--- src/rtl/fft_frame_seq.sv ---
// ---------------------------------------------------------------------------
// fft_frame_seq
//  Frame sequencer for a streaming FFT core. Offers FFT_LEN samples to the
//  core sink port (valid/sop/eop with ready backpressure), then follows the
//  core source port, numbering each output beat with a bin index so that
//  harmonic-capture logic can pick bins. Each unloaded frame ends with a
//  one-cycle frame_done or len_err pulse. Single-shot or continuous with a
//  programmable idle gap between frames.
//
// Ports
//  sys_clk, sys_rst_n     clock, synchronous active-low reset
//  start, cont_mode       frame request / auto-restart after GAP
//  abort                  return to IDLE next cycle, no done/err pulse
//  sink_ready             core can accept a sample
//  sink_valid/sop/eop     sample offer to core (driven from registers only)
//  sample_take            sample accepted this cycle (ADC path advances)
//  source_valid/sop/eop   core output stream
//  bin_idx, bin_vld       index of the current output beat, qualifier
//  frame_done, len_err    one-cycle result pulses (registered)
//  busy                   sequencer not idle
// ---------------------------------------------------------------------------
module fft_frame_seq #(
    parameter int FFT_LEN = 1024,
    parameter int CNT_W   = 10,
    parameter int GAP_CYC = 16,
    parameter int TMO_CYC = 8192
) (
    input  logic             sys_clk,
    input  logic             sys_rst_n,
    input  logic             start,
    input  logic             cont_mode,
    input  logic             abort,
    input  logic             sink_ready,
    output logic             sink_valid,
    output logic             sink_sop,
    output logic             sink_eop,
    output logic             sample_take,
    input  logic             source_valid,
    input  logic             source_sop,
    input  logic             source_eop,
    output logic [CNT_W-1:0] bin_idx,
    output logic             bin_vld,
    output logic             frame_done,
    output logic             len_err,
    output logic             busy
);

    localparam int TMO_W = $clog2(TMO_CYC);
    localparam int GAP_W = $clog2(GAP_CYC + 1);

    localparam logic [2:0] IDLE     = 3'd0;
    localparam logic [2:0] LOAD     = 3'd1;
    localparam logic [2:0] WAIT_OUT = 3'd2;
    localparam logic [2:0] UNLOAD   = 3'd3;
    localparam logic [2:0] GAP      = 3'd4;

    localparam logic [CNT_W-1:0] CNT_LAST = CNT_W'(FFT_LEN - 1);
    // The timeout fires on the edge where tmo would reach TMO_CYC-1.
    localparam logic [TMO_W-1:0] TMO_LAST = TMO_W'(TMO_CYC - 2);
    localparam logic [GAP_W-1:0] GAP_LAST = GAP_W'(GAP_CYC - 1);

    logic [2:0]       state_reg, state_next;
    logic [CNT_W-1:0] scnt_reg, scnt_next;
    logic [CNT_W-1:0] bin_reg, bin_next;
    logic [TMO_W-1:0] tmo_reg, tmo_next;
    logic [GAP_W-1:0] gap_reg, gap_next;
    logic             done_reg, done_next;
    logic             err_reg, err_next;

    always_comb begin
        state_next = state_reg;
        scnt_next  = scnt_reg;
        bin_next   = bin_reg;
        tmo_next   = tmo_reg;
        gap_next   = gap_reg;
        done_next  = 1'b0;
        err_next   = 1'b0;
        if (abort) begin
            state_next = IDLE;
            scnt_next  = '0;
            bin_next   = '0;
            tmo_next   = '0;
            gap_next   = '0;
        end else begin
            case (state_reg)
                IDLE: begin
                    if (start) begin
                        state_next = LOAD;
                        scnt_next  = '0;
                    end
                end
                LOAD: begin
                    if (sink_ready) begin
                        if (scnt_reg == CNT_LAST) begin
                            state_next = WAIT_OUT;
                            scnt_next  = '0;
                            tmo_next   = '0;
                        end else begin
                            scnt_next = scnt_reg + 1'b1;
                        end
                    end
                end
                WAIT_OUT: begin
                    if (source_valid && source_sop) begin
                        // The sop beat itself is bin 0; the next beat is bin 1.
                        state_next = UNLOAD;
                        bin_next   = CNT_W'(1);
                        tmo_next   = '0;
                    end else if (tmo_reg == TMO_LAST) begin
                        state_next = IDLE;
                        err_next   = 1'b1;
                        tmo_next   = '0;
                    end else begin
                        tmo_next = tmo_reg + 1'b1;
                    end
                end
                UNLOAD: begin
                    if (source_valid) begin
                        if (source_eop) begin
                            if ((bin_reg == CNT_LAST) && !source_sop) begin
                                done_next = 1'b1;
                            end else begin
                                err_next = 1'b1;
                            end
                            state_next = cont_mode ? GAP : IDLE;
                            bin_next   = '0;
                            gap_next   = '0;
                        end else if (source_sop) begin
                            // Unexpected restart: this beat becomes bin 0.
                            err_next = 1'b1;
                            bin_next = CNT_W'(1);
                        end else begin
                            bin_next = bin_reg + 1'b1;
                        end
                    end
                end
                GAP: begin
                    if (gap_reg == GAP_LAST) begin
                        state_next = cont_mode ? LOAD : IDLE;
                        scnt_next  = '0;
                        gap_next   = '0;
                    end else begin
                        gap_next = gap_reg + 1'b1;
                    end
                end
                default: begin
                    state_next = IDLE;
                end
            endcase
        end
    end

    always_ff @(posedge sys_clk) begin
        if (!sys_rst_n) begin
            state_reg <= IDLE;
            scnt_reg  <= '0;
            bin_reg   <= '0;
            tmo_reg   <= '0;
            gap_reg   <= '0;
            done_reg  <= 1'b0;
            err_reg   <= 1'b0;
        end else begin
            state_reg <= state_next;
            scnt_reg  <= scnt_next;
            bin_reg   <= bin_next;
            tmo_reg   <= tmo_next;
            gap_reg   <= gap_next;
            done_reg  <= done_next;
            err_reg   <= err_next;
        end
    end

    // Sink outputs depend on registered state only, never on sink_ready.
    assign sink_valid  = (state_reg == LOAD);
    assign sink_sop    = (state_reg == LOAD) && (scnt_reg == '0);
    assign sink_eop    = (state_reg == LOAD) && (scnt_reg == CNT_LAST);
    assign sample_take = sink_valid && sink_ready;

    assign bin_vld = ((state_reg == UNLOAD) && source_valid) ||
                     ((state_reg == WAIT_OUT) && source_valid && source_sop);
    assign bin_idx = ((state_reg == UNLOAD) && source_valid && source_sop) ? '0 : bin_reg;

    assign frame_done = done_reg;
    assign len_err    = err_reg;
    assign busy       = (state_reg != IDLE);

endmodule

--- config.mk ---
export PLATFORM = sky130hd
export DESIGN_NAME = fft_frame_seq
export DESIGN_NICKNAME = d
export VERILOG_FILES = /design/src/rtl/fft_frame_seq.sv
export SDC_FILE = /design/constraint.sdc
export NUM_CORES = 1
export LEC_CHECK = 0
export ABC_CLOCK_PERIOD_IN_PS = 1600
export CAP_MARGIN = 25
export CORE_ASPECT_RATIO = 0.8
export CORE_MARGIN = 3
export CORE_UTILIZATION = 45
export DETAILED_ROUTE_END_ITERATION = 12
export PLACE_DENSITY_LB_ADDON = 0.25
export SYNTH_ARGS = -nofsm -noshare
export SYNTH_HDL_FRONTEND = slang
export SYNTH_SLANG_ARGS = --single-unit
--- constraint.sdc ---
create_clock -name sys_clk -period 1.6 [get_ports sys_clk]
set_clock_uncertainty 0.1 [all_clocks]
set_input_delay 0.16 -clock sys_clk [delete_from_list [all_inputs] [get_ports sys_clk]]
set_output_delay 0.16 -clock sys_clk [all_outputs]
set_load 0.01 [all_outputs]
== Word level (Yosys, flattened, before mapping) ==
Index checks and enable logic that the tools add are counted.
Operators by class
  add/sub/neg operators: 4
  equal/unequal tests: 16
  muxes and demuxes: 39
  bitwise logic cells: 4
  reduce and logical (&&, ||, !) cells: 25
Operator list (number)
  $mux W10: 9
  $mux W13: 4
  $pmux W10 S3: 1
  $mux W3: 9
  $pmux W13 S2: 1
  $add A10 B1 Y10 const B: 2
  $eq A10 B10 Y1 const B: 2
  $pmux W10 S2: 1
  $mux W5: 3
  $pmux W3 S5: 1
  $add A13 B1 Y13 const B: 1
  $eq A13 B13 Y1 const B: 1
  $ne A2 B2 Y1 const B: 6
  $logic_not A10 Y1: 1
  $pmux W5 S2: 1
  $logic_and A1 B1 Y1: 9
  $reduce_and A3 Y1: 3
  $mux W1: 8
  $reduce_and A7 Y1: 1
  $eq A3 B2 Y1 const B: 2
  $reduce_bool A2 Y1: 3
  $reduce_bool A3 Y1: 2
  $add A5 B1 Y5 const B: 1
  $eq A5 B4 Y1 const B: 1
  other kinds (12): 15
Word-level totals
  register bits: 43
  input port bits: 9
  output and inout bits: 18
  logic and storage cells: 95

== Longest topological paths before layout ==
Gate-level depths: netlist of the first run.
  depth in word-level cells: 6
  mapped depth: 7
  gate-level depth less buffers: 7

== Worst setup path before layout of the first run ==
OpenSTA, ideal clock, no wires.
  path type: register -> register
  start: register tmo_reg[0]
  end: register tmo_reg[10]
  library setup time: 0.074 ns
  arrival: 1.600 ns
  data required time: 1.426 ns
  path slack: -0.174 ns
  cell stages (with the launch flop): 8
  buffers on the path: 0
  period minus slack after synthesis: 1.774 ns
  cell sequence: dfxtp_1 > inv_1 > ha_1 > nand4_1 > nor3_4 > or2_1 > or3_1 > a31oi_1
On the way
  word-level cells in the longest chain between the ends: 4
  elaborated cells on any way between the ends: 5
  those cells by class: add/sub (1); eq/ne (1); mux (3)
Ends and longest elaborated chain
  from (decl): line 65  | logic [TMO_W-1:0] tmo_reg, tmo_next;
  from (signal assigned): line 166  | tmo_reg <= tmo_next;
  $add A13 B1 Y13 / $eq A13 B13 Y1 (equally long branches): line 114, 109
  $mux W13 (*): line 109  | end else if (tmo_reg == TMO_LAST) begin
  $mux W13 (*): line 104  | if (source_valid && source_sop) begin
  $pmux W13 S2 (*): line 85  | case (state_reg)
Mark *: on every way between the ends. The rest lies on a longest branch, timed or not.
A chain may end at the register's enable or synchronous reset.

== Final worst setup path of the first run ==
  start: input source_valid
  end: register state_reg[0]
On the way
  word-level cells in the longest chain between the ends: 3
  elaborated cells on any way between the ends: 6
  those cells by class: eq/ne (2); mux (2); reduce/logical (2)
Ends and longest elaborated chain
  from (decl): line 38  | input logic source_valid,
  $logic_and A1 B1 Y1: line 104
  $ne A3 B3 Y1 (no source line) / $mux W3 (equally long branches)
  $reduce_and A7 Y1 (no source line) / $pmux W3 S5 (equally long branches)
  to (signal assigned): line 163  | state_reg <= state_next;
  to (decl): line 62  | logic [2:0] state_reg, state_next;
Parallel ways exist; a longest one is shown, timed or not.

==> flow_results.xml, run 1 <==
<?xml version="1.0" encoding="UTF-8"?>
<metrics>
  <group name="clock_tree">
    <metric name="clkSlewWorstSetupHoldPaths" unit="ns">0.10</metric>
    <metric name="ctsHtreeMaxLevel" unit="">2</metric>
    <metric name="cts_tree" unit="">done</metric>
    <metric name="cts_made_buffers" unit="">5</metric>
    <metric name="clk_root_buffer_cell" unit="">sky130_fd_sc_hd__clkbuf_8</metric>
    <metric name="cts.hold.buffers_added" unit="">0</metric>
    <metric name="cts_sinks" unit="">43</metric>
    <metric name="cts_buffer_depth" unit="">2</metric>
    <metric name="clk_latency" unit="ns">0.32</metric>
  </group>
  <group name="hold_path">
    <metric name="endpoint_with_the_worst_hold_slack" unit="">frame_done</metric>
    <metric name="worst_hold_startpoint" unit="">source_sop</metric>
    <metric name="min-delay-path-class" unit="">input port to flip-flop</metric>
    <metric name="worst_hold_path.num_cells" unit="">5</metric>
  </group>
  <group name="setup_path">
    <metric name="worst_setup_path_category" unit="">input port to flip-flop</metric>
    <metric name="r2r_slack" unit="ns">-0.42</metric>
    <metric name="r2r-start" unit="">state_reg[0]</metric>
    <metric name="path_buf_inv" unit="">2</metric>
    <metric name="reg2reg_to" unit="">state_reg[0]</metric>
    <metric name="critPathLaunchType" unit="">input port</metric>
    <metric name="largest_fanout_on_the_critical_path" unit="">4</metric>
    <metric name="timing.reg2reg.worst_path_depth" unit="">6</metric>
    <metric name="arrival_time_of_the_worst_setup_path" unit="ns">2.20</metric>
    <metric name="critPathTopFamily" unit="">buffers and inverters</metric>
    <metric name="critical_path.slowest_cell" unit="">sky130_fd_sc_hd__clkdlybuf4s50_1</metric>
    <metric name="timing.critical_path.cells" unit="">clkdlybuf4s50_1 &gt; buf_4 &gt; nand2_1 &gt; a222oi_1 &gt; o21ai_2 &gt; or3_1 &gt; a21oi_1</metric>
    <metric name="worstPathRequired" unit="ns">1.74</metric>
    <metric name="critical-path-max-stage-delay" unit="ns">0.63</metric>
    <metric name="setup_crit_end_kind" unit="">flip-flop</metric>
  </group>
  <group name="logic_synthesis">
    <metric name="post_synth_num_cell_types" unit="">56</metric>
    <metric name="syn-mean-instance-area" unit="um^2">7.865</metric>
    <metric name="postSynthRegisterBits" unit="">43</metric>
    <metric name="syn-num-nets" unit="">323</metric>
    <metric name="syn_area" unit="mm^2">0.002422</metric>
    <metric name="ys_dominant_reg_cell" unit="">sky130_fd_sc_hd__dfxtp_1</metric>
    <metric name="synth-async-reset-ratio" unit="%">0</metric>
    <metric name="synth_seq_area_share" unit="%">35.54</metric>
    <metric name="synth_enable_flop_cells" unit="">0</metric>
    <metric name="synth-warning-count" unit="">0</metric>
    <metric name="cell_count_after_synthesis" unit="">308</metric>
  </group>
  <group name="job">
    <metric name="max_cap_violations" unit="">0</metric>
  </group>
  <group name="power">
    <metric name="power-per-cell-area" unit="mW/mm^2">566.4</metric>
    <metric name="seqPwrFrac" unit="%">43.8</metric>
    <metric name="power.switching_fraction" unit="%">27.18</metric>
    <metric name="peakVddDrop" unit="mV">0.7175</metric>
    <metric name="finalPower" unit="mW">2.447</metric>
    <metric name="power_frac_clock" unit="%">38.1</metric>
    <metric name="pwr-share-comb" unit="%">18.1</metric>
    <metric name="intPower" unit="mW">1.782</metric>
    <metric name="leakage" unit="nW">1.739</metric>
    <metric name="switching_power" unit="uW">665.0</metric>
  </group>
  <group name="grt">
    <metric name="grt_overflow_total" unit="">0</metric>
    <metric name="grt_first_pass_wirelength" unit="um">14930</metric>
    <metric name="antenna_found_initial" unit="">0</metric>
    <metric name="gr-usage-all-layers" unit="%">30.06</metric>
    <metric name="first_global_vias" unit="">3121</metric>
    <metric name="grt_start_max_net_pins" unit="">14</metric>
  </group>
  <group name="placed_design">
    <metric name="detailedPlacementHpwl" unit="um">5296</metric>
    <metric name="place_ws" unit="ns">-0.5342</metric>
    <metric name="finalWeightedCongestion" unit="">0.8966</metric>
    <metric name="place.port_buffers" unit="">26</metric>
  </group>
  <group name="finish">
    <metric name="antenna_cells" unit="">0</metric>
    <metric name="final_layout_size_suffix_gt1_share" unit="%">53.02</metric>
    <metric name="fillers" unit="">246</metric>
    <metric name="largest_register_ffs" unit="">13</metric>
    <metric name="layout.nets" unit="">461</metric>
    <metric name="utilization" unit="%">84.82</metric>
    <metric name="sequential_cell_area_in_the_final_layout" unit="um^2">889.6</metric>
    <metric name="synthToLayoutAreaGrowth" unit="%">78.36</metric>
    <metric name="multi_input_comb_area" unit="mm^2">0.002004</metric>
  </group>
  <group name="timing">
    <metric name="grt_setup_unrepaired" unit="">yes</metric>
    <metric name="worst_slew_margin_rel" unit="%">70.67</metric>
    <metric name="finalHoldWorstSlack" unit="ns">0.3712</metric>
    <metric name="hold_viol" unit="">0</metric>
    <metric name="finalWorstSetupSlack" unit="ns">-0.4549</metric>
    <metric name="final_period_minus_worst_setup_slack" unit="ns">2.055</metric>
    <metric name="finalSetupViolCount" unit="">55</metric>
    <metric name="worst-slew-pin-transition" unit="ns">0.4399</metric>
    <metric name="achievable-frequency" unit="GHz">0.4866</metric>
    <metric name="period_share" unit="%">128.4</metric>
    <metric name="final-max-slew-violation-count" unit="">0</metric>
  </group>
  <group name="floorplanning">
    <metric name="placement_rows" unit="">23</metric>
    <metric name="dieHeight" unit="um">71.62</metric>
    <metric name="floorplan.die.width" unit="um">88.03</metric>
    <metric name="start_util" unit="%">47.56</metric>
    <metric name="top_level_ports" unit="">27</metric>
    <metric name="core_area" unit="mm^2">0.005094</metric>
    <metric name="dieArea" unit="mm^2">0.006305</metric>
  </group>
  <group name="routing">
    <metric name="routed_via_density" unit="">6.642</metric>
    <metric name="firstDrtPassIters" unit="">6</metric>
    <metric name="antenna_left" unit="">0</metric>
    <metric name="post_detailed_route_wirelength_per_cell" unit="um">21.87</metric>
    <metric name="drc" unit="">0</metric>
    <metric name="drt_first_iter_violations" unit="">365</metric>
    <metric name="detailroute.via_count" unit="">3381</metric>
    <metric name="routed_wl" unit="um">11130</metric>
  </group>
  <group name="run_status">
    <metric name="status" unit="">finished with violations</metric>
    <metric name="violations" unit="">negative setup slack</metric>
  </group>
</metrics>
==> stage by stage <==
stage	cells	setup TNS, ns	cell area, um^2
global route	509	-12.81	4320
CTS	502	-4.861	3986
floorplan	308	-0.6153	2537
detailed placement	475	-13.65	3465
global placement	475	-11.35	3465
finish	509	-9.751	4320
==> layer usage <==
layer	vias up	part of all wire [%]	wire, um	track usage [%]
li1	1425	-	-	-
met1	1594	37	4117	37.01
met2	265	48	5311	50.84
met3	97	7.9	878	4.483
met4	0	7.4	826	15.44
met5	-	0	0	0
==> power by group through the flow <==
stage	logic [mW]	clock network (mW)	registers, mW
2_1_floorplan	0.143	0	1.10
3_3_place_gp	0.286	0	1.10
3_5_place_dp	0.292	0	1.10
4_1_cts	0.368	0.907	1.07
5_1_grt	0.457	0.994	1.07
6_report	0.443	0.933	1.07
==> Yosys cell counts (4+ instances only) <==
| master | number | area, um^2 |
|---|---|---|
| sky130_fd_sc_hd__nand2_1 | 20 | 75.07 |
| sky130_fd_sc_hd__clkbuf_1 | 4 | 15.01 |
| sky130_fd_sc_hd__and3_1 | 9 | 56.30 |
| sky130_fd_sc_hd__a31oi_1 | 7 | 43.79 |
| sky130_fd_sc_hd__or3_1 | 9 | 56.30 |
| sky130_fd_sc_hd__nor3_1 | 11 | 55.05 |
| sky130_fd_sc_hd__o21ai_0 | 18 | 90.09 |
| sky130_fd_sc_hd__nand3b_1 | 4 | 30.03 |
| sky130_fd_sc_hd__xor2_1 | 7 | 61.31 |
| sky130_fd_sc_hd__a21oi_1 | 31 | 155.2 |
| sky130_fd_sc_hd__inv_1 | 7 | 26.28 |
| sky130_fd_sc_hd__nand3_1 | 18 | 90.09 |
| sky130_fd_sc_hd__buf_2 | 4 | 20.02 |
| sky130_fd_sc_hd__dfxtp_1 | 43 | 860.8 |
| sky130_fd_sc_hd__nand2b_1 | 4 | 25.02 |
| sky130_fd_sc_hd__ha_1 | 6 | 75.07 |
| sky130_fd_sc_hd__nor2b_1 | 13 | 81.33 |
| sky130_fd_sc_hd__nor2_1 | 31 | 116.4 |
| sky130_fd_sc_hd__nand4_1 | 11 | 68.82 |
==> worst min-delay path, delay by kind of cell <==
kind                   cells  cell delay [ns]
buffers and inverters      2             0.36
and+or+nand+nor            3             0.23
==> worst max-delay path by stage <==
stage	startpoint	to	cells after the start
floorplan	state_reg[0]	tmo_reg[6]	6
finish	source_valid	state_reg[0]	7
global placement	source_valid	bin_idx[3]	5
global route	state_reg[0]	state_reg[0]	6
CTS	bin_reg[0]	bin_reg[8]	5
detailed placement	source_valid	bin_idx[2]	5
==> layout make-up <==
| class | count | area share [%] |
|---|---|---|
| Sequential cell | 43 | 20.59 |
| Clock inverter | 2 | 0.8109 |
| Multi-Input combinational cell | 250 | 46.39 |
| Tap cell | 62 | 1.796 |
| Timing Repair Buffer | 138 | 27.80 |
| Clock buffer | 6 | 1.911 |
| Inverter | 8 | 0.6950 |
==> logic make-up after synthesis <==
group,after synthesis,share of synthesized area [%]
and+or+nand+nor,155,35.80
AOI/OAI and AO/OA,79,19.63
DFF,43,35.54
buffers and inverters,17,2.996
xor gates and xnor gates,7,2.531
adders and majority gates,6,3.099
muxes,1,0.4132
==> placed cells by master (no fill, tap or decap), types with 5 or more instances in the layout <==
master,n
sky130_fd_sc_hd__dfxtp_2,5
sky130_fd_sc_hd__xor2_1,7
sky130_fd_sc_hd__inv_2,5
sky130_fd_sc_hd__nand2_1,16
sky130_fd_sc_hd__a21oi_2,13
sky130_fd_sc_hd__dfxtp_4,6
sky130_fd_sc_hd__o21ai_0,11
sky130_fd_sc_hd__ha_4,5
sky130_fd_sc_hd__clkdlybuf4s50_1,9
sky130_fd_sc_hd__dfxtp_1,32
sky130_fd_sc_hd__buf_6,36
sky130_fd_sc_hd__a31oi_1,6
sky130_fd_sc_hd__nor3_4,5
sky130_fd_sc_hd__or3_1,8
sky130_fd_sc_hd__buf_4,75
sky130_fd_sc_hd__and3_1,6
sky130_fd_sc_hd__nor2_2,6
sky130_fd_sc_hd__nand3_1,15
sky130_fd_sc_hd__buf_2,13
sky130_fd_sc_hd__nor2_1,20
sky130_fd_sc_hd__nand4_1,11
sky130_fd_sc_hd__o21ai_1,6
sky130_fd_sc_hd__nor2_4,8
sky130_fd_sc_hd__clkbuf_8,6
sky130_fd_sc_hd__nor2b_1,13
sky130_fd_sc_hd__a21oi_1,16
==> timing repair <==
action	4_1_cts	5_1_grt
gates cloned	2	0
setup buffers	19	9
gates resized for setup	145	64
pin swaps	48	46
setup endpoints to repair	51	58
Power figures use the tool's default switching activity.
==> run 2: changes to the inputs <==
--- a/config.mk
+++ b/config.mk
@@ -5,7 +5,7 @@
 export SDC_FILE = /design/constraint.sdc
 export NUM_CORES = 1
 export LEC_CHECK = 0
-export ABC_CLOCK_PERIOD_IN_PS = 1600
+export ABC_CLOCK_PERIOD_IN_PS = 2600
 export CAP_MARGIN = 25
 export CORE_ASPECT_RATIO = 0.8
 export CORE_MARGIN = 3
==> constraint.sdc (replaced) <==
create_clock -name sys_clk -period 2.6 [get_ports sys_clk]
set_clock_uncertainty 0.1 [all_clocks]
set_input_delay 0.26 -clock sys_clk [delete_from_list [all_inputs] [get_ports sys_clk]]
set_output_delay 0.26 -clock sys_clk [all_outputs]
set_load 0.01 [all_outputs]
==> flow_results.xml, run 2 (synthesized netlist as in run 1, its figures left out) <==
<?xml version="1.0" encoding="UTF-8"?>
<metrics>
  <group name="timing">
    <metric name="finalSetupViolCount" unit="">0</metric>
    <metric name="worst-slew-pin-transition" unit="ns">0.5585</metric>
    <metric name="fin_tns_setup" unit="ns">0</metric>
    <metric name="period_share" unit="%">94.01</metric>
    <metric name="final_period_minus_worst_setup_slack" unit="ns">2.444</metric>
    <metric name="worst_slew_margin_rel" unit="%">62.43</metric>
    <metric name="hold_viol" unit="">0</metric>
    <metric name="grt_setup_unrepaired" unit="">no</metric>
    <metric name="achievable-frequency" unit="GHz">0.4091</metric>
    <metric name="final-max-slew-violation-count" unit="">0</metric>
  </group>
  <group name="finish">
    <metric name="post-route-cell-area" unit="mm^2">0.002853</metric>
    <metric name="final_layout_size_suffix_gt1_share" unit="%">6.805</metric>
    <metric name="final_common_cell" unit="">sky130_fd_sc_hd__dfxtp_1</metric>
    <metric name="layout.nets" unit="">353</metric>
    <metric name="number_of_non_filler_instances_in_the_completed_layout" unit="">400</metric>
    <metric name="largest_register_ffs" unit="">13</metric>
    <metric name="synthToLayoutAreaGrowth" unit="%">17.77</metric>
    <metric name="layout_common_cells" unit="">sky130_fd_sc_hd__dfxtp_1 (43), sky130_fd_sc_hd__a21oi_1 (31), sky130_fd_sc_hd__nor2_1 (30)</metric>
    <metric name="antenna_cells" unit="">0</metric>
  </group>
  <group name="setup_path">
    <metric name="worstPathRequired" unit="ns">2.24</metric>
    <metric name="critPathLaunchType" unit="">flip-flop</metric>
    <metric name="worst_setup_path_category" unit="">flip-flop to primary output</metric>
    <metric name="largest_fanout_on_the_critical_path" unit="">8</metric>
    <metric name="arrival_time_of_the_worst_setup_path" unit="ns">2.08</metric>
    <metric name="timing.reg2reg.worst_path_depth" unit="">5</metric>
    <metric name="setup_crit_end_kind" unit="">primary output</metric>
  </group>
  <group name="job">
    <metric name="max_cap_violations" unit="">0</metric>
  </group>
  <group name="routing">
    <metric name="antenna_left" unit="">0</metric>
    <metric name="routed_via_density" unit="">6.070</metric>
    <metric name="routed_wl" unit="um">5871</metric>
    <metric name="drc" unit="">0</metric>
    <metric name="drt_first_iter_violations" unit="">230</metric>
    <metric name="detailroute.via_count" unit="">2428</metric>
    <metric name="post_detailed_route_wirelength_per_cell" unit="um">14.68</metric>
    <metric name="firstDrtPassIters" unit="">5</metric>
  </group>
  <group name="placed_design">
    <metric name="finalWeightedCongestion" unit="">0.8357</metric>
    <metric name="placed_cell_count" unit="">393</metric>
    <metric name="place.port_buffers" unit="">26</metric>
    <metric name="detailedPlacementHpwl" unit="um">4190</metric>
    <metric name="cell_area_placed" unit="mm^2">0.002763</metric>
  </group>
  <group name="power">
    <metric name="power-per-cell-area" unit="mW/mm^2">429.2</metric>
    <metric name="peakVddDrop" unit="mV">0.2094</metric>
    <metric name="leakage" unit="nW">0.9982</metric>
  </group>
  <group name="grt">
    <metric name="grt_overflow_total" unit="">0</metric>
    <metric name="grt_start_max_net_pins" unit="">15</metric>
    <metric name="antenna_found_initial" unit="">0</metric>
    <metric name="gr-usage-all-layers" unit="%">19.49</metric>
    <metric name="grt_first_pass_wirelength" unit="um">9949</metric>
    <metric name="first_global_vias" unit="">2063</metric>
  </group>
  <group name="floorplanning">
    <metric name="placement_rows" unit="">23</metric>
    <metric name="start_util" unit="%">47.56</metric>
    <metric name="core_area" unit="mm^2">0.005094</metric>
    <metric name="top_level_ports" unit="">27</metric>
    <metric name="dieHeight" unit="um">71.62</metric>
    <metric name="floorplan.die.width" unit="um">88.03</metric>
    <metric name="dieArea" unit="mm^2">0.006305</metric>
  </group>
  <group name="clock_tree">
    <metric name="cts_tree" unit="">done</metric>
    <metric name="cts_buffer_depth" unit="">2</metric>
    <metric name="clkSlewWorstSetupHoldPaths" unit="ns">0.09</metric>
    <metric name="clk_latency" unit="ns">0.30</metric>
    <metric name="cts.hold.buffers_added" unit="">0</metric>
    <metric name="cts.repair.resized" unit="">0</metric>
    <metric name="cts_sinks" unit="">43</metric>
    <metric name="ctsHtreeMaxLevel" unit="">2</metric>
    <metric name="clk_root_buffer_cell" unit="">sky130_fd_sc_hd__clkbuf_8</metric>
    <metric name="cts_post_setup_buffers_inserted" unit="">0</metric>
    <metric name="cts_made_buffers" unit="">5</metric>
  </group>
  <group name="hold_path">
    <metric name="worst_hold_path.num_cells" unit="">1</metric>
    <metric name="min-delay-path-class" unit="">flip-flop to flip-flop</metric>
  </group>
  <group name="run_status">
    <metric name="status" unit="">completed</metric>
  </group>
</metrics>
-- run 2: cell types whose count changed in the layout (fill, tap and decap cells not counted), sizes merged --
| cell | delta |
|---|---|
| buf | -121 |
| bufinv | -1 |
| clkdlybuf4s15 | -1 |
| clkdlybuf4s50 | +17 |
| dlymetal6s2s | -1 |
| nor2 | -2 |
-- run 2: path summary, 6_finish.rpt --
kind	slack (ns)	to	start
worst max-delay path	0.16	sink_sop	state_reg[0]
worst min-delay path	0.39	gap_reg[4]	gap_reg[4]
worst max register to register	0.32	tmo_reg[8]	state_reg[1]
worst min register to register	0.39	gap_reg[4]	gap_reg[4]
-- run 2: final cells by class --
cell class / instances / area [um^2]
fill: 482 / 2241
multi-input combinational: 248 / 1491
sequential: 43 / 860.8
timing repair buffer: 32 / 305.3
clock buffer: 6 / 82.58
tap: 62 / 77.57
inverter: 8 / 30.03
clock inverter: 1 / 5.005
-- run 2: power by group --
group          switching, mW  internal, mW
sequential           0.00700         0.661
combinational         0.0728        0.0511
clock                  0.224         0.209
total                  0.304         0.921
-- run 2: worst max-delay path, stage by stage (launching register included) --
cell,delay (ns)
sky130_fd_sc_hd__dfxtp_1,0.50
sky130_fd_sc_hd__or3b_1,0.51
sky130_fd_sc_hd__nor3_1,0.21
sky130_fd_sc_hd__clkdlybuf4s50_1,0.56
-- run 2: layer usage --
metal	GRT usage, %	vias to the layer above	wire length [um]
met1	30.34	1117	2972
li1	-	1207	-
met3	4.023	9	413
met4	5.201	0	63
met2	27.09	95	2421
met5	0	-	0
-- run 2: metrics by stage --
stage	power [mW]	util [%]	worst slack, ns	hold WS (ns)
floorplan	0.7542	-	0.8260	0.3092
global placement	0.8046	54.24	0.2033	0.3684
detailed placement	0.8045	54.24	0.1264	0.3724
CTS	1.235	55.96	0.01188	0.3846
global route	1.271	56.01	0.03651	0.4040
finish	1.224	56.01	0.1556	0.3939
==> run 3: changes to the inputs <==
--- a/config.mk
+++ b/config.mk
@@ -8,7 +8,7 @@
 export ABC_CLOCK_PERIOD_IN_PS = 2600
 export CAP_MARGIN = 25
 export CORE_ASPECT_RATIO = 0.8
-export CORE_MARGIN = 3
+export CORE_MARGIN = 2
 export CORE_UTILIZATION = 45
 export DETAILED_ROUTE_END_ITERATION = 12
 export PLACE_DENSITY_LB_ADDON = 0.25
==> flow_results.xml, run 3 (synthesized netlist as in run 1, its figures left out) <==
<?xml version="1.0" encoding="UTF-8"?>
<metrics>
  <group name="power">
    <metric name="power.switching_fraction" unit="%">25.93</metric>
    <metric name="peakVddDrop" unit="mV">0.2626</metric>
    <metric name="power-per-cell-area" unit="mW/mm^2">426.1</metric>
    <metric name="leakage" unit="nW">0.9928</metric>
    <metric name="seqPwrFrac" unit="%">54.8</metric>
    <metric name="power_frac_clock" unit="%">35.0</metric>
    <metric name="pwr-share-comb" unit="%">10.2</metric>
    <metric name="intPower" unit="uW">899.6</metric>
    <metric name="switching_power" unit="uW">314.9</metric>
  </group>
  <group name="clock_tree">
    <metric name="cts_tree" unit="">done</metric>
    <metric name="cts.repair.resized" unit="">0</metric>
    <metric name="cts_buffer_depth" unit="">2</metric>
    <metric name="cts.hold.buffers_added" unit="">0</metric>
    <metric name="cts_sinks" unit="">43</metric>
    <metric name="cts_post_setup_buffers_inserted" unit="">0</metric>
    <metric name="clk_root_buffer_cell" unit="">sky130_fd_sc_hd__clkbuf_8</metric>
    <metric name="clk_latency" unit="ns">0.30</metric>
    <metric name="clkSlewWorstSetupHoldPaths" unit="ns">0.08</metric>
    <metric name="ctsHtreeMaxLevel" unit="">2</metric>
    <metric name="cts_made_buffers" unit="">5</metric>
  </group>
  <group name="timing">
    <metric name="fin_tns_setup" unit="ns">0</metric>
    <metric name="final_period_minus_worst_setup_slack" unit="ns">2.416</metric>
    <metric name="worst-slew-pin-transition" unit="ns">0.6514</metric>
    <metric name="worst_slew_margin_rel" unit="%">56.17</metric>
    <metric name="grt_setup_unrepaired" unit="">no</metric>
    <metric name="finalSetupViolCount" unit="">0</metric>
    <metric name="achievable-frequency" unit="GHz">0.4140</metric>
    <metric name="period_share" unit="%">92.91</metric>
    <metric name="final-max-slew-violation-count" unit="">0</metric>
    <metric name="hold_viol" unit="">0</metric>
  </group>
  <group name="setup_path">
    <metric name="arrival_time_of_the_worst_setup_path" unit="ns">2.06</metric>
    <metric name="timing.reg2reg.worst_path_depth" unit="">5</metric>
    <metric name="worstPathRequired" unit="ns">2.24</metric>
    <metric name="setup_crit_end_kind" unit="">primary output</metric>
    <metric name="worst_setup_path_category" unit="">flip-flop to primary output</metric>
    <metric name="r2r_slack" unit="ns">0.43</metric>
    <metric name="largest_fanout_on_the_critical_path" unit="">12</metric>
    <metric name="critPathLaunchType" unit="">flip-flop</metric>
    <metric name="r2r-start" unit="">state_reg[1]</metric>
    <metric name="reg2reg_to" unit="">tmo_reg[10]</metric>
  </group>
  <group name="hold_path">
    <metric name="min-delay-path-class" unit="">flip-flop to flip-flop</metric>
    <metric name="worst_hold_path.num_cells" unit="">1</metric>
    <metric name="worst_hold_startpoint" unit="">gap_reg[4]</metric>
    <metric name="endpoint_with_the_worst_hold_slack" unit="">gap_reg[4]</metric>
  </group>
  <group name="routing">
    <metric name="routed_wl" unit="um">5855</metric>
    <metric name="firstDrtPassIters" unit="">4</metric>
    <metric name="post_detailed_route_wirelength_per_cell" unit="um">14.60</metric>
    <metric name="routed_via_density" unit="">5.900</metric>
    <metric name="detailroute.via_count" unit="">2366</metric>
    <metric name="drt_first_iter_violations" unit="">119</metric>
    <metric name="antenna_left" unit="">0</metric>
    <metric name="drc" unit="">0</metric>
  </group>
  <group name="floorplanning">
    <metric name="core_area" unit="mm^2">0.005094</metric>
    <metric name="start_util" unit="%">47.56</metric>
    <metric name="top_level_ports" unit="">27</metric>
    <metric name="dieArea" unit="mm^2">0.005989</metric>
    <metric name="dieHeight" unit="um">69.62</metric>
    <metric name="placement_rows" unit="">23</metric>
    <metric name="floorplan.die.width" unit="um">86.03</metric>
  </group>
  <group name="placed_design">
    <metric name="place.port_buffers" unit="">26</metric>
    <metric name="finalWeightedCongestion" unit="">0.8155</metric>
    <metric name="placed_cell_count" unit="">393</metric>
    <metric name="detailedPlacementHpwl" unit="um">4209</metric>
    <metric name="cell_area_placed" unit="mm^2">0.002763</metric>
  </group>
  <group name="run_status">
    <metric name="status" unit="">completed</metric>
  </group>
  <group name="finish">
    <metric name="final_layout_size_suffix_gt1_share" unit="%">6.785</metric>
    <metric name="layout.nets" unit="">353</metric>
    <metric name="synthToLayoutAreaGrowth" unit="%">17.67</metric>
    <metric name="layout_common_cells" unit="">sky130_fd_sc_hd__dfxtp_1 (43), sky130_fd_sc_hd__a21oi_1 (31), sky130_fd_sc_hd__nor2_1 (30)</metric>
    <metric name="post-route-cell-area" unit="mm^2">0.002850</metric>
    <metric name="antenna_cells" unit="">0</metric>
    <metric name="largest_register_ffs" unit="">13</metric>
    <metric name="final_common_cell" unit="">sky130_fd_sc_hd__dfxtp_1</metric>
    <metric name="number_of_non_filler_instances_in_the_completed_layout" unit="">401</metric>
  </group>
  <group name="grt">
    <metric name="antenna_found_initial" unit="">0</metric>
    <metric name="grt_start_max_net_pins" unit="">15</metric>
    <metric name="grt_overflow_total" unit="">0</metric>
    <metric name="first_global_vias" unit="">2127</metric>
    <metric name="gr-usage-all-layers" unit="%">20.06</metric>
    <metric name="grt_first_pass_wirelength" unit="um">10010</metric>
  </group>
  <group name="job">
    <metric name="max_cap_violations" unit="">0</metric>
  </group>
</metrics>
-- run 3: cell count changes in the layout (fill, tap and decap cells not counted), sizes merged --
cell	before	now
clkinvlp	0	1
-- run 3: worst max-delay path, cell delays in order, from the launching register on --
cell and delay, ns:
sky130_fd_sc_hd__dfxtp_1 0.57, sky130_fd_sc_hd__nand3b_2 0.21, sky130_fd_sc_hd__nor2_2 0.38, sky130_fd_sc_hd__nor2b_1 0.10, sky130_fd_sc_hd__clkdlybuf4s50_1 0.50
-- run 3: worst max path at each step --
stage / cells after the start / startpoint / slack, ns / to
2_1_floorplan: 7 / tmo_reg[0] / 0.83 / tmo_reg[10]
3_3_place_gp: 5 / source_sop / 0.20 / bin_idx[6]
3_5_place_dp: 5 / source_sop / 0.10 / bin_idx[5]
4_1_cts: 4 / state_reg[1] / 0.02 / bin_idx[5]
5_1_grt: 4 / state_reg[1] / 0.03 / bin_idx[5]
6_report: 4 / state_reg[1] / 0.18 / bin_idx[5]
-- run 3: per-layer routing --
layer	GRT usage [%]	up-vias	share of wire, %
met2	30.15	46	44
li1	-	1208	-
met3	3.929	8	4.3
met4	5.644	0	1.1
met5	0	-	0
met1	28.93	1104	51
-- run 3: final cells by class --
class / count / area (um^2)
repair buffers: 32 / 305.3
well taps: 62 / 77.57
clock buffers: 6 / 72.57
clock inverters: 2 / 12.51
fillers: 484 / 2243
multi-input cells: 248 / 1491
flip-flops and latches: 43 / 860.8
inverters: 8 / 30.03
-- run 3: stage by stage --
| stage | util [%] | power [mW] | hold WS [ns] | setup slack (ns) |
|---|---|---|---|---|
| 6_report | 55.96 | 1.215 | 0.3755 | 0.1843 |
| 5_1_grt | 55.96 | 1.266 | 0.4037 | 0.03298 |
| 4_1_cts | 55.91 | 1.224 | 0.3802 | 0.01625 |
| 3_5_place_dp | 54.24 | 0.8035 | 0.3684 | 0.1018 |
| 3_3_place_gp | 54.24 | 0.8030 | 0.3633 | 0.1977 |
| 2_1_floorplan | - | 0.7542 | 0.3092 | 0.8260 |
-- run 3: power by group through the flow --
| stage | clock, mW | sequential (mW) | combinational [mW] |
|---|---|---|---|
| finish | 0.425 | 0.665 | 0.124 |
| detailed placement | 0 | 0.681 | 0.123 |
| global route | 0.461 | 0.666 | 0.138 |
| global placement | 0 | 0.681 | 0.122 |
| CTS | 0.435 | 0.665 | 0.124 |
| floorplan | 0 | 0.678 | 0.0766 |
